[config.mk]
export PLATFORM = sky130hd
export DESIGN_NAME = sevenseg_scan
export DESIGN_NICKNAME = d
export VERILOG_FILES = /design/src/rtl/sevenseg_scan_pkg.sv /design/src/rtl/sevenseg_digit_mux.sv /design/src/rtl/sevenseg_scan.sv
export SDC_FILE = /design/constraint.sdc
export NUM_CORES = 1
export LEC_CHECK = 0
export CAP_MARGIN = 20
export CORE_MARGIN = 8
export CORE_UTILIZATION = 30
export CTS_CLUSTER_DIAMETER = 120
export CTS_CLUSTER_SIZE = 25
export DETAILED_ROUTE_END_ITERATION = 7
export DONT_BUFFER_PORTS = 1
export MAX_ROUTING_LAYER = met4
export RECOVER_POWER = 100
export SYNTH_ARGS = -nofsm -noshare
export SYNTH_HDL_FRONTEND = slang
export SYNTH_HIERARCHICAL = 1
export SYNTH_SLANG_ARGS = --single-unit
[constraint.sdc]
create_clock -name clk -period 2.15 [get_ports clk]
set_input_delay 0.43 -clock clk [delete_from_list [all_inputs] [get_ports clk]]
set_output_delay 0.43 -clock clk [all_outputs]
set_load 0.005 [all_outputs]
[src/rtl/sevenseg_scan_pkg.sv]
// Shared scan-state encoding, blank pattern and default board timing for sevenseg_scan.
// Constants only; no latency and no flow control.
package sevenseg_scan_pkg;

    typedef enum logic {
        SCAN_BLANK = 1'b0,
        SCAN_DRIVE = 1'b1
    } scan_state_t;

    localparam logic [6:0] SEG_OFF = 7'h7F;

    // At a 50 MHz board clock this gives 250 us per digit and 5 us of dead time.
    localparam int DEF_ON_CYCLES    = 12500;
    localparam int DEF_BLANK_CYCLES = 250;

endpackage

[src/rtl/sevenseg_digit_mux.sv]
// Selects the 7-bit segment field and the enable bit of digit idx. Combinational, zero latency.
// No flow control; an out-of-range idx selects a dark digit.
module sevenseg_digit_mux
    import sevenseg_scan_pkg::*;
#(
    parameter int DIGITS = 8,
    parameter int IDX_W  = 3
) (
    input  logic [7*DIGITS-1:0] sevenseg,
    input  logic [DIGITS-1:0]   digit_en,
    input  logic [IDX_W-1:0]    idx,
    output logic [6:0]          seg,
    output logic                en
);

    always_comb begin
        seg = SEG_OFF;
        en  = 1'b0;
        for (int i = 0; i < DIGITS; i++) begin
            if (idx == IDX_W'(i)) begin
                seg = sevenseg[7*i +: 7];
                en  = digit_en[i];
            end
        end
    end

endmodule

[src/rtl/sevenseg_scan.sv]
// Multiplexed common-anode display scanner with dead time; outputs are registered with the state.
// Latency: patterns are sampled on entry to each digit's drive slot. No backpressure.
module sevenseg_scan
    import sevenseg_scan_pkg::*;
#(
    parameter int DIGITS       = 8,
    parameter int ON_CYCLES    = DEF_ON_CYCLES,
    parameter int BLANK_CYCLES = DEF_BLANK_CYCLES,
    parameter int CNT_W        = 16
) (
    input  logic                clk,
    input  logic                rst,
    input  logic [7*DIGITS-1:0] sevenseg,
    input  logic [DIGITS-1:0]   digit_en,
    output logic [6:0]          seg_n,
    output logic [DIGITS-1:0]   an_n,
    output logic                frame_tick
);

    localparam int IDX_W = $clog2(DIGITS);

    scan_state_t       state, state_nxt;
    logic [IDX_W-1:0]  idx, idx_nxt;
    logic [CNT_W-1:0]  cnt, cnt_nxt;
    logic [6:0]        seg_nxt;
    logic [DIGITS-1:0] an_nxt;
    logic              tick_nxt;
    logic [6:0]        sel_seg;
    logic              sel_en;

    sevenseg_digit_mux #(
        .DIGITS (DIGITS),
        .IDX_W  (IDX_W)
    ) u_digit_mux (
        .sevenseg (sevenseg),
        .digit_en (digit_en),
        .idx      (idx),
        .seg      (sel_seg),
        .en       (sel_en)
    );

    always_ff @(posedge clk) begin
        if (rst) begin
            state      <= SCAN_BLANK;
            idx        <= '0;
            cnt        <= '0;
            seg_n      <= SEG_OFF;
            an_n       <= '1;
            frame_tick <= 1'b0;
        end else begin
            state      <= state_nxt;
            idx        <= idx_nxt;
            cnt        <= cnt_nxt;
            seg_n      <= seg_nxt;
            an_n       <= an_nxt;
            frame_tick <= tick_nxt;
        end
    end

    always_comb begin
        state_nxt = state;
        idx_nxt   = idx;
        cnt_nxt   = cnt + CNT_W'(1);
        seg_nxt   = seg_n;
        an_nxt    = an_n;
        tick_nxt  = 1'b0;
        unique case (state)
            SCAN_BLANK: begin
                seg_nxt = SEG_OFF;
                an_nxt  = '1;
                if (cnt == CNT_W'(BLANK_CYCLES - 1)) begin
                    state_nxt = SCAN_DRIVE;
                    cnt_nxt   = '0;
                    // Pattern and enable are frozen here for the whole drive slot.
                    if (sel_en) begin
                        seg_nxt = sel_seg;
                        an_nxt  = ~(DIGITS'(1) << idx);
                    end
                end
            end
            SCAN_DRIVE: begin
                if (cnt == CNT_W'(ON_CYCLES - 1)) begin
                    state_nxt = SCAN_BLANK;
                    cnt_nxt   = '0;
                    seg_nxt   = SEG_OFF;
                    an_nxt    = '1;
                    if (idx == IDX_W'(DIGITS - 1)) begin
                        idx_nxt  = '0;
                        tick_nxt = 1'b1;
                    end else begin
                        idx_nxt = idx + IDX_W'(1);
                    end
                end
            end
            default: begin
                state_nxt = SCAN_BLANK;
                cnt_nxt   = '0;
            end
        endcase
    end

endmodule

Yosys cells after proc, flatten, opt, wreduce, memory -nomap -nowiden
Cells that the tools add are included.
- register bits: 36
- output and inout port bits: 16
- word-level logic and storage cells: 57
- $add $sub $neg: 2
- equal/unequal tests: 10
- shift operators: 1
- muxes and demuxes: 32
- bitwise gates (word level): 3
- reductions and logical operators: 3
- operators by type and width (kind ; number):
    two-way mux 7 bit ; 11
    two-way mux 16 bit ; 2
    case mux 16 bit (2 select lines) ; 1
    two-way mux 8 bit ; 3
    adder 16 x 1 -> 16 bit (second input constant) ; 1
    == test 16 x 14 -> 1 bit (second input constant) ; 1
    == test 16 x 8 -> 1 bit (second input constant) ; 1
    case mux 8 bit (2 select lines) ; 1
    case mux 7 bit (2 select lines) ; 1
    == test 3 bit (second input constant) ; 4
    two-way mux 1 bit ; 11
    NOT 8 bit ; 1
    left shift 1 x 3 -> 8 bit (first input constant) ; 1
    == test 3 x 2 -> 1 bit (second input constant) ; 2
    adder 3 x 1 -> 3 bit (second input constant) ; 1
    == test 3 x 1 -> 1 bit (second input constant) ; 1
    logical NOT 3 bit ; 1
    two-way mux 3 bit ; 1
    OR reduction 3 bit ; 1
    inequality test 2 x 1 -> 1 bit (second input constant) ; 1
    NOT 1 bit ; 2
    case mux 1 bit (2 select lines) ; 1
    AND reduction 2 bit ; 1

Depth between registers and ports, before layout
- depth in word-level cells: 12
- mapped depth: 7

Modules after synthesis
The synthesis kept the hierarchy.
- by module, submodules not included (module ; instances ; cells an instance ; area each (um^2) ; seq. area each (um^2)):
    sevenseg_scan ; 1 ; 163 ; 1611.5 ; 720.7
    sevenseg_digit_mux ; 1 ; 66 ; 599.3 ; 0.0

Worst setup path after synthesis
OpenSTA, ideal clock, no wires.
- path type: register to register
- from: reg idx[2]
- to: reg seg_n[0]
- data arrival time: 1.776 ns
- path slack: 0.257 ns
- stages on the path, launching flop included: 7
- buffers on the path: 1
- clock period less this slack: 1.893 ns
- cells stage by stage: dfxtp_1 -> buf_6 -> nor2_2 -> mux4_2 -> nor2_1 -> nand3_1 -> o22a_1
- word-level cells in the longest chain between the ends: 12
- elaborated cells on any way between the ends: 27
- RTL lines (element ; RTL line ; source):
    start, declared ; sevenseg_scan.sv:23 ; logic [IDX_W-1:0] idx, idx_nxt;
    start signal, assigned ; sevenseg_scan.sv:52 ; idx <= idx_nxt;
    logical NOT 3 bit ; sevenseg_digit_mux.sv:20 ; if (idx == IDX_W'(i)) begin
    two-way mux 1 bit (7 in a row) ; sevenseg_digit_mux.sv:20 ;
    two-way mux 1 bit (*) ; sevenseg_digit_mux.sv:20 ;
    named net sel_en ; sevenseg_scan.sv:29 ; logic sel_en;
    two-way mux 7 bit (*) ; sevenseg_scan.sv:75 ; if (sel_en) begin
    two-way mux 7 bit (*) ; sevenseg_scan.sv:71 ; if (cnt == CNT_W'(BLANK_CYCLES - 1)) begin
    case mux 7 bit (2 select lines) (*) ; sevenseg_scan.sv:67 ; unique case (state)
    end signal, assigned ; sevenseg_scan.sv:54 ; seg_n <= seg_nxt;
    end, declared ; sevenseg_scan.sv:15 ; output logic [6:0] seg_n,
The timed path passes the listed nets; every way through them passes the cells marked *.
A chain may end at the register's enable or synchronous reset.

Worst setup path in the final report
- from: reg idx[2]
- to: reg seg_n[5]
Same word-level chain as after synthesis.

==> results by group <==
Timing
  – Fmax: 503.2 MHz
  – Least-Margin Pin Slew: 558.8 ps
  – Final Setup Violations: 0
  – Final Hold Vio Count: 0
  – Final worst-path cycle share: 92.42%
  – Crit path time final: 1987 ps
  – Hold slack: 202.7 ps
  – Max-slew violation count: 0
  – Final Skew: 4.799 ps
  – Final worst slack: 162.9 ps
  – Final setup TNS: 0 ps
  – Slew headroom: 62.40%

Yosys
  – Commonest register cell after synthesis: dfxtp_1
  – Syn. warnings: 6
  – EDFF count, synth: 0
  – Mapped Area: 2211 um^2
  – Post-Synth XOR/XNOR Area: 5.546%
  – Compound-Gate Fraction of Synth Area: 11.04%
  – Post-Synthesis Cells: 229
  – Largest family of logic cells by synthesized area: simple AND/OR/NAND/NOR gates
  – Netlist cell types: 51
  – Mux cell area share after synthesis: 14.54%
  – Adder-Cell Fraction of Synth Area: 4.527%
  – Sequential-to-total area share from yosys stat: 32.60%
  – Simple-Gate Fraction of Synth Area: 25.18%
  – FFs w/ async S/R, synth: 0%
  – Synth Register Bits: 36
  – Syn_nets: 303
  – Mean Syn Cell Area: 9.654 um^2

Power
  – Cell Pwr Density: 556.7 nW/um^2
  – VDD IR max: 193.9 uV
  – Leak Pwr: 0.0007760 uW

Clocking
  – # resized after CTS: 0
  – Clk slew on worst S/H paths: 70 ps
  – Post-CTS Hold Buffers: 0
  – Max Root-Sink Buffers: 2
  – CTS sink count: 36
  – Root buffer cell: clkbuf_8
  – TritonCTS clock tree: done
  – H-tree Lvls: 2
  – Buffers inserted by post-CTS timing repair: 0
  – CTS Buf Count: 5
  – Clock latency on the worst-skew pair: 290 ps

Final layout
  – Ant diodes: 0
  – Most frequent cells in the layout: 36 x dfxtp_1, 30 x nor2_1, 19 x nand2_1
  – Storage cell area: 720.7 um^2
  – Area of the multi-input gates: 1339 um^2
  – Layout Nets: 307
  – Filler cells: 771
  – Final Cell Area: 2374 um^2
  – Post-Layout Cell Count: 333
  – Ratio of cells with drive above 1 in the final layout: 14.96%
  – Commonest non-fill, non-tap cell in the layout: dfxtp_1
  – P&R area growth vs syn: 7.357%

Global routing
  – First-pass GRT wire length: 8735 um
  – GRT Total Usage: 10.95%
  – Largest net degree at the start of global routing: 17
  – Number of global-route vias before repair: 1696
  – Initial antenna violation count: 0
  – Total grt overflow: 0

Worst setup path
  – Crit. End Element: flip-flop
  – Reg2Reg Launch Point: idx[2]$_SDFFE_PP0P_
  – Worst Setup Start Kind: flip-flop
  – Critical Path AT: 2170 ps
  – CP Class: reg2reg
  – R2r setup slk: 160 ps
  – Reg2Reg Capture Point: seg_n[5]$_SDFFE_PP1P_
  – CP Max Fanout: 12
  – Worst r2r path cells: 5
  – CP required: 2330 ps

Worst hold path
  – Hold Path Depth: 1
  – Worst hold path type: in2reg
  – Min-Delay Endpoint: idx[0]$_SDFFE_PP0P_
  – Hold Startpoint: rst

Floorplan
  – Die height: 101.8 um
  – Core ar.: 7214 um^2
  – Die X: 101.8 um
  – Boundary Pins: 82
  – Number of core rows: 31
  – Initial Util: 30.65%
  – Die area: 10370 um^2

Flow run
  – Max_cap viols: 0

Detailed routing
  – Total number of vias: 1706
  – DRC: 0
  – Via-to-Cell Ratio: 5.123
  – 1st-pass router iterations: 4
  – Routed len/inst: 16.23 um
  – Drt total wl: 5404 um
  – DRT antenna net count: 0
  – First DRT Iteration DRCs: 83

Place
  – Port-buffer cells: 0
  – Hpwl dp: 4376 um
  – Cell total after placement: 325
  – Placer Congestion: 0.8292
  – Post-placement cell area: 2280 um^2
  – Place WS: 83.90 ps

Run status
  – Status: finished, final reports clean
==> critical path, cell delays in order, from the launching register on <==
cell,delay [ps]
dfxtp_1,540
a21oi_1,110
mux4_2,460
nor2_1,300
nand3_2,230
o22a_1,230
==> synthesized netlist by cell type, types with 5 or more instances <==
cell type	instances	area, um^2
a21oi_1	7	35.03
a31oi_1	5	31.28
and2_1	5	31.28
buf_6	5	56.30
dfxtp_1	36	720.7
ha_1	8	100.1
inv_1	7	26.28
mux2i_1	7	70.07
mux4_2	9	202.7
nand2_1	19	71.32
nand3_1	6	30.03
nand4_1	5	31.28
nor2_1	30	112.6
o22a_1	9	78.83
xnor2_1	9	78.83
xor2_1	5	43.79
==> through the flow <==
stage | utilization (%) | power [uW]
2_1_floorplan | - | 745.0
3_3_place_gp | 31.60 | 753.9
3_5_place_dp | 31.60 | 753.8
4_1_cts | 33.09 | 1342
5_1_grt | 32.90 | 1379
6_report | 32.90 | 1321
==> report_power, final <==
part	internal, uW	switching, uW
Combinational	33.0	24.9
Sequential	671	7.34
Clock	344	241
==> logic make-up after synthesis <==
family | after synthesis
DFF | 36
AOI/OAI and AO/OA | 33
xor gates and xnor gates | 14
and+or+nand+nor | 100
adders and majority gates | 8
buffers and inverters | 19
muxes | 19
==> how the worst max path moves through the flow <==
stage	start	to	slack, ps	cells past startpoint
2_1_floorplan	idx[2]$_SDFFE_PP0P_	seg_n[0]$_SDFFE_PP1P_	260	6
3_3_place_gp	idx[2]$_SDFFE_PP0P_	seg_n[5]$_SDFFE_PP1P_	140	5
3_5_place_dp	idx[2]$_SDFFE_PP0P_	seg_n[5]$_SDFFE_PP1P_	80	5
4_1_cts	idx[2]$_SDFFE_PP0P_	seg_n[5]$_SDFFE_PP1P_	70	5
5_1_grt	idx[2]$_SDFFE_PP0P_	seg_n[6]$_SDFFE_PP1P_	-3	5
6_report	idx[2]$_SDFFE_PP0P_	seg_n[5]$_SDFFE_PP1P_	160	5
==> routing by layer <==
metal  vias up  track usage [%]  wire length, um
met2        50            18.76             2691
met3         5            3.678              446
met4         0            3.047               36
met1       806            11.83             2230
met5         -                -                0
li1        845                -                -
==> flip-flops by register name, indices dropped and copies added (netlist names) <==
register	cells
frame_tick	1
cnt	16
state	1
idx	3
seg_n	7
an_n	8
==> cell type report <==
class | instances | area share [%]
tap | 99 | 5.219
multi-input combinational | 174 | 56.40
sequential | 36 | 30.36
timing repair buffer | 8 | 2.214
inverter | 8 | 1.265
clock buffer | 6 | 3.057
clock inverter | 2 | 1.476
Note: power is estimated with default switching activity, not from simulation.
